==> src/rtl/pipeline_defs_pkg.sv <==
// Shared pipeline definitions used by the hazard unit and its neighbours.
package pipeline_defs_pkg;

    parameter int unsigned ADDR_WIDTH = 5;

endpackage

==> src/rtl/pipeline_hazard_unit.sv <==
// Pipeline hazard controller: taken-branch flush, multi-cycle execute stall and
// load-use bubble, plus a saturating stall-cycle counter.
module pipeline_hazard_unit
    import pipeline_defs_pkg::*;
#(
    parameter int unsigned MULTI_CYCLES = 3
) (
    input  logic                  clk_i,
    input  logic                  reset_i,
    input  logic                  dec_valid_i,
    input  logic [ADDR_WIDTH-1:0] dec_src1_addr_i,
    input  logic [ADDR_WIDTH-1:0] dec_src2_addr_i,
    input  logic [ADDR_WIDTH-1:0] dec_src3_addr_i,
    input  logic                  dec_src1_used_i,
    input  logic                  dec_src2_used_i,
    input  logic                  dec_src3_used_i,
    input  logic                  ex_valid_i,
    input  logic                  ex_mem_read_i,
    input  logic [ADDR_WIDTH-1:0] ex_dest_addr_i,
    input  logic                  ex_branch_taken_i,
    input  logic                  ex_multi_start_i,
    output logic                  fetch_stall_o,
    output logic                  decode_stall_o,
    output logic                  de_bubble_o,
    output logic                  fd_flush_o,
    output logic                  ex_hold_o,
    output logic                  multi_done_o,
    output logic [15:0]           stall_count_o
);

    typedef enum logic {
        StIdle,
        StMultiBusy
    } state_e;

    // The start cycle counts as the first stall cycle; the down-counter covers the rest.
    localparam logic [3:0] CntLoad = 4'(MULTI_CYCLES - 2);

    state_e      r_state;
    state_e      w_state_next;
    logic [3:0]  r_cnt;
    logic [3:0]  w_cnt_next;
    logic [15:0] r_stall_count;

    logic w_src1_hit;
    logic w_src2_hit;
    logic w_src3_hit;
    logic w_load_use;
    logic w_branch;
    logic w_multi_start;

    assign w_src1_hit    = dec_src1_used_i && (dec_src1_addr_i == ex_dest_addr_i);
    assign w_src2_hit    = dec_src2_used_i && (dec_src2_addr_i == ex_dest_addr_i);
    assign w_src3_hit    = dec_src3_used_i && (dec_src3_addr_i == ex_dest_addr_i);
    assign w_load_use    = ex_valid_i && ex_mem_read_i && dec_valid_i &&
                           (w_src1_hit || w_src2_hit || w_src3_hit);
    assign w_branch      = ex_branch_taken_i && ex_valid_i;
    assign w_multi_start = ex_multi_start_i && ex_valid_i;

    always_comb begin
        w_state_next   = r_state;
        w_cnt_next     = r_cnt;
        fetch_stall_o  = 1'b0;
        decode_stall_o = 1'b0;
        de_bubble_o    = 1'b0;
        fd_flush_o     = 1'b0;
        ex_hold_o      = 1'b0;
        multi_done_o   = 1'b0;

        if (reset_i) begin
            w_state_next = StIdle;
            w_cnt_next   = 4'd0;
        end else if (w_branch) begin
            fd_flush_o   = 1'b1;
            de_bubble_o  = 1'b1;
            w_state_next = StIdle;
            w_cnt_next   = 4'd0;
        end else begin
            unique case (r_state)
                StIdle: begin
                    if (w_multi_start) begin
                        fetch_stall_o  = 1'b1;
                        decode_stall_o = 1'b1;
                        ex_hold_o      = 1'b1;
                        w_state_next   = StMultiBusy;
                        w_cnt_next     = CntLoad;
                    end else if (w_load_use) begin
                        fetch_stall_o  = 1'b1;
                        decode_stall_o = 1'b1;
                        de_bubble_o    = 1'b1;
                    end
                end
                StMultiBusy: begin
                    // New starts and load-use are masked until the current op retires.
                    fetch_stall_o  = 1'b1;
                    decode_stall_o = 1'b1;
                    ex_hold_o      = 1'b1;
                    if (r_cnt == 4'd0) begin
                        multi_done_o = 1'b1;
                        w_state_next = StIdle;
                    end else begin
                        w_cnt_next = r_cnt - 4'd1;
                    end
                end
                default: begin
                    w_state_next = StIdle;
                    w_cnt_next   = 4'd0;
                end
            endcase
        end
    end

    always_ff @(posedge clk_i) begin
        if (reset_i) begin
            r_state <= StIdle;
            r_cnt   <= 4'd0;
        end else begin
            r_state <= w_state_next;
            r_cnt   <= w_cnt_next;
        end
    end

    always_ff @(posedge clk_i) begin
        if (reset_i) begin
            r_stall_count <= 16'd0;
        end else if (fetch_stall_o && (r_stall_count != 16'hFFFF)) begin
            r_stall_count <= r_stall_count + 16'd1;
        end
    end

    assign stall_count_o = r_stall_count;

endmodule

==> config.mk <==
export PLATFORM = sky130hd
export DESIGN_NAME = pipeline_hazard_unit
export DESIGN_NICKNAME = d
export VERILOG_FILES = /design/src/rtl/pipeline_defs_pkg.sv /design/src/rtl/pipeline_hazard_unit.sv
export SDC_FILE = /design/constraint.sdc
export NUM_CORES = 1
export LEC_CHECK = 0
export BUFFER_PORTS_ARGS = -buffer_cell sky130_fd_sc_hd__buf_2
export CORE_MARGIN = 8
export CORE_UTILIZATION = 40
export DETAILED_ROUTE_END_ITERATION = 8
export GPL_TIMING_DRIVEN = 0
export PLACE_DENSITY = 0.71
export SETUP_SLACK_MARGIN = 0.05
export SLEW_MARGIN = 15
export SYNTH_ARGS = -nofsm -noshare
export SYNTH_HDL_FRONTEND = slang
export SYNTH_SLANG_ARGS = --single-unit
==> constraint.sdc <==
create_clock -name clk_i -period 1.9 [get_ports clk_i]
set_clock_uncertainty 0.05 [all_clocks]
set_input_delay 0.285 -clock clk_i [delete_from_list [all_inputs] [get_ports clk_i]]
set_output_delay 0.285 -clock clk_i [all_outputs]
set_load 0.005 [all_outputs]
; ---- Yosys cells after proc, flatten, opt, wreduce, memory -nomap -nowiden
; Cells that the tools add are included.
[word_totals]
regBits = 21
inputBits = 30
output_inout_bits = 22
elab_cells = 50
[classes]
n_addsub = 2
eq_ne = 6
n_mux = 24
n_bitwise = 1
reduce_logical = 14
[ops]
columns = op, count
row1 = 1-bit 2-to-1 mux, 18
row2 = "16-bit by 1-bit adder with 16-bit output, second input constant", 1
row3 = "16-bit inequality test, second input constant", 1
row4 = 5-bit equality test, 3
row5 = 1-bit logical AND, 9
row6 = 4-bit 2-to-1 mux, 2
row7 = 4-bit case mux with 2 select lines, 1
row8 = 1-bit case mux with 2 select lines, 3
row9 = 4-bit zero test, 1
row10 = "2-bit inequality test, second input constant", 2
row11 = "4-bit by 1-bit subtractor with 4-bit output, second input constant", 1
row12 = 1-bit logical OR, 2
row13 = 2-bit AND reduction, 1
row14 = 2-bit OR reduction, 1
row15 = 1-bit NOT, 1

; ---- Longest topological paths before layout
[logic_depth]
ltp_word = 11
ltp_mapped = 9

; ---- Least setup slack after synthesis
; No wires, ideal clock.
[synth_path]
path_type = input port to output port
start = in ex_dest_addr_i[0]
end = out fetch_stall_o
arrival_time_ps = 1742
slack_ps = -177
path_stages = 8
path_buffers = 4
cell_sequence = xor2_1 > or4_1 > and4_4 > buf_6 > buf_6 > buf_6 > nor2_1 > buf_4
[synth_via]
elab_chain_cells = 10
[synth_rtl]
columns = item, line_no
row1 = "start, declared", pipeline_hazard_unit.sv:19  ; input logic [ADDR_WIDTH-1:0] ex_dest_addr_i,
row2 = 5-bit equality test (on tied branches), "pipeline_hazard_unit.sv:52, pipeline_hazard_unit.sv:53"
row3 = 1-bit logical AND (on tied branches), "pipeline_hazard_unit.sv:52, pipeline_hazard_unit.sv:53"
row4 = 1-bit logical OR, pipeline_hazard_unit.sv:56  ; (w_src1_hit || w_src2_hit || w_src3_hit);
row5 = 1-bit logical OR (*), pipeline_hazard_unit.sv:56
row6 = 1-bit logical AND (*), pipeline_hazard_unit.sv:55  ; assign w_load_use = ex_valid_i && ex_mem_read_i && dec_valid_i &&
row7 = 1-bit 2-to-1 mux (*) (2 in series), -
row8 = 1-bit case mux with 2 select lines (*), -
row9 = 1-bit 2-to-1 mux (*) (2 in series), -
row10 = "end, declared", pipeline_hazard_unit.sv:22  ; output logic fetch_stall_o,
; Mark *: on every way between the ends. The rest lies on a longest branch, timed or not.

; ---- Worst setup path after layout
[layout_path]
start = in ex_valid_i
end = out fetch_stall_o
[layout_via]
elab_chain_cells = 8
[layout_rtl]
columns = item, line_no
row1 = "start, declared", pipeline_hazard_unit.sv:17  ; input logic ex_valid_i,
row2 = 1-bit logical AND (3 in series), pipeline_hazard_unit.sv:55
row3 = 1-bit 2-to-1 mux, pipeline_hazard_unit.sv:87  ; end else if (w_load_use) begin
row4 = 1-bit 2-to-1 mux, pipeline_hazard_unit.sv:81  ; if (w_multi_start) begin
row5 = 1-bit case mux with 2 select lines, pipeline_hazard_unit.sv:79  ; unique case (r_state)
row6 = 1-bit 2-to-1 mux (*), pipeline_hazard_unit.sv:73  ; end else if (w_branch) begin
row7 = 1-bit 2-to-1 mux (*), pipeline_hazard_unit.sv:70  ; if (reset_i) begin
; Marks and branches as above.

==> impl_metrics.env <==
export IMPL_nets=259
export IMPL_yosys_area_share_adder_pct=1.91
export IMPL_synth_cell_type_count=36
export IMPL_p_int_uw=670
export IMPL_insertion_delay_ns=0.31
export IMPL_utilization_pct=66.7
export IMPL_cp_arrival_ns=1.76
export IMPL_max_freq_mhz=478
export IMPL_synth_warnings=0
export IMPL_wl_um=4220
export IMPL_p_sw_uw=280
export IMPL_required_ns=1.56
export IMPL_grt_overflow=0
export IMPL_layout_drive_gt1_share_pct=48.7
export IMPL_cts_tree="done"
export IMPL_setup_ws_ns=-0.191
export IMPL_die_area_um2=5350
export IMPL_end_kind="primary output"
export IMPL_relSlewSlack_pct=61.2
export IMPL_hold_viol=0
export IMPL_syn2layout_area_growth_pct=57.0
export IMPL_ant_nets=0
export IMPL_syn_avg_cell_area_um2=8.22
export IMPL_clock_path_buffers=2
export IMPL_place_area_um2=1650
export IMPL_postLayoutCellArea_um2=2050
export IMPL_status="complete, but fails checks"
export IMPL_rsz0062_at_grt="true"
export IMPL_drc_errors=0
export IMPL_h_tree_depth=1
export IMPL_min_path_type="input port to flip-flop"
export IMPL_die_w_um=73.2
export IMPL_numCtsBuffers=3
export IMPL_grt_util_all_layers_pct=15.5
export IMPL_synth_compound_area_share_pct=21.1
export IMPL_num_rows=20
export IMPL_gp_congestion=0.848
export IMPL_n_fill_cell=260
export IMPL_dp_hpwl_um=2660
export IMPL_pre_cts_slack_ns=-0.401
export IMPL_synth_seq_cells=21
export IMPL_combPwrFrac_pct=28.4
export IMPL_peakVddDrop_v=0.000336
export IMPL_min_period_ns=2.09
export IMPL_synthArstFlopShare_pct=0
export IMPL_tns_ns=-0.399
export IMPL_vias=1511
export IMPL_maxCapViolCount=0
export IMPL_synth_mux_area_fraction_pct=0.861
export IMPL_seq_area_frac_synth_pct=32.2
export IMPL_io_pins=52
export IMPL_grt_max_degree=12
export IMPL_synth_xor_area_share_pct=10.0
export IMPL_synth_top_family_by_area="simple AND/OR/NAND/NOR gates"
export IMPL_initial_core_util_pct=42.5
export IMPL_p_per_area_nw_per_um2=463
export IMPL_worstMarginPinSlew_ns=0.582
export IMPL_viasPerCell=5.60
export IMPL_drt_first_iter_violations=135
export IMPL_p_leak_nw=0.875
export IMPL_cp_start_kind="input port"
export IMPL_grt_pass1_vias=1468
export IMPL_min_period_over_period_pct=110
export IMPL_wl_per_cell_um=15.6
export IMPL_syn_area_um2=1310
export IMPL_path_max_fanout=3
export IMPL_synth_cells=159
export IMPL_crit_type="input port to primary output"
export IMPL_drv_slew=0
export IMPL_cts_hold_fix_buffers=0
export IMPL_antenna_found_initial=0
export IMPL_cts_clk_slew_worst_paths_ns=0.12
export IMPL_io_buffers=51
export IMPL_grt_pass1_wl_um=6690
export IMPL_synth_ff_type="dfxtp_1"
export IMPL_clockRootBuffer="clkbuf_4"
export IMPL_p_seq_share_pct=47.9
export IMPL_switching_share_pct=29.5
export IMPL_drtPass1Iterations=4
export IMPL_clockPowerShare_pct=23.7
export IMPL_die_h_um=73.2
export IMPL_violations="negative setup slack"
export IMPL_antennaDiodeCount=0
export IMPL_setup_viol=5
export IMPL_yosys_area_share_simple_pct=28.2
export IMPL_coreArea_um2=3080
export IMPL_syn_nets=191
export IMPL_p_total_uw=950
export IMPL_synth_edf_count=0
export IMPL_cts_num_sinks=21
-- final timing paths --
check / start / end / slack, ns / depth (start not counted)
worst min-delay path: reset_i / stall_count_o[8] / 0.25 / 3
worst max-delay path: ex_valid_i / fetch_stall_o / -0.19 / 9
worst min register to register: stall_count_o[7] / stall_count_o[7] / 0.46 / 1
worst max register to register: stall_count_o[0] / stall_count_o[5] / -0.01 / 7
-- sequential cells by signal, summed over array words and instances, names as in the netlist --
name	flops
stall_count_o	16
r_cnt	4
r_state	1
-- layout make-up --
type                       instances  area [um2]  share of cell area, %
clock buffer                       4        26.3                   1.28
tap                               44        55.1                   2.68
multi-input combinational        125         987                   48.1
inverter                           4        15.0                  0.731
sequential                        21         435                   21.2
buffer                             8        93.8                   4.57
timing repair buffer              64         440                   21.5
-- synthesized netlist by cell type (2+ instances only) --
cell	number	area share, %
o21ai_0	2	0.77
clkbuf_1	5	1.4
o21ai_1	5	1.9
or4_1	5	2.9
o21a_1	4	2.3
xor2_1	7	4.7
o311ai_1	6	4.0
nand3_1	8	3.1
nor4_1	5	2.4
or3_1	6	2.9
ha_1	2	1.9
and2_1	2	0.96
o41ai_1	3	2.0
nor3_1	5	1.9
o31a_1	3	2.0
buf_6	3	2.6
inv_1	3	0.86
xnor2_1	8	5.4
nor2b_1	2	0.96
nand4_1	9	4.3
a21oi_1	11	4.2
nor2_1	10	2.9
nand2_1	12	3.4
dfxtp_1	21	32
-- critical path, stage by stage --
cell and delay, ns:
buf_2 0.10, nand3_1 0.12, or4_4 0.56, and4_4 0.20, buf_8 0.12, buf_8 0.11
nor2_4 0.08, buf_6 0.10, buf_6 0.08
-- metal layers --
metal / track usage, % / share of wire [%] / vias up
met5: 0 / 0 / -
met4: 4.22 / 0.57 / 0
met3: 5.91 / 9.3 / 4
met2: 25.9 / 49 / 75
met1: 17.8 / 41 / 694
li1: - / - / 738
-- cell families after synthesis --
kind of cell,after synthesis
simple gates,68
compound gates,39
flops,21
xor+xnor,15
buf+inv,13
fa+ha+maj,2
mux,1
-- cell usage in the layout, fill, tap and decap left out, drive strengths merged, types with 6 or more instances in the layout --
cell / instances
xor2: 7
nor2: 10
o311ai: 6
or3: 6
clkbuf: 7
nand3: 8
xnor2: 8
o21ai: 7
a21oi: 11
buf: 69
nand4: 9
nand2: 12
dfxtp: 21
-- metrics by stage --
step | hold WS (ns) | instances
2_1_floorplan | 0.418 | 159
3_3_place_gp | 0.443 | 254
3_5_place_dp | 0.448 | 254
4_1_cts | 0.246 | 265
5_1_grt | 0.258 | 270
6_report | 0.251 | 270
-- power by group through the flow --
stage / Sequential, mW / Combinational (mW) / Clock (mW)
after floorplan: 0.462 / 0.112 / 0
after global placement: 0.463 / 0.180 / 0
after global routing: 0.456 / 0.290 / 0.251
final: 0.455 / 0.270 / 0.225
after CTS: 0.455 / 0.230 / 0.227
after detailed placement: 0.463 / 0.181 / 0
-- repair_timing --
item                                   in CTS  in global routing
pin swaps                                  18                 17
gates resized for setup                    45                 19
cloned                                      0                  1
endpoints found under the hold margin       0                  0
setup endpoints to repair                  20                 20
buffers inserted                            8                  4
Note: power is estimated with default switching activity, not from simulation.
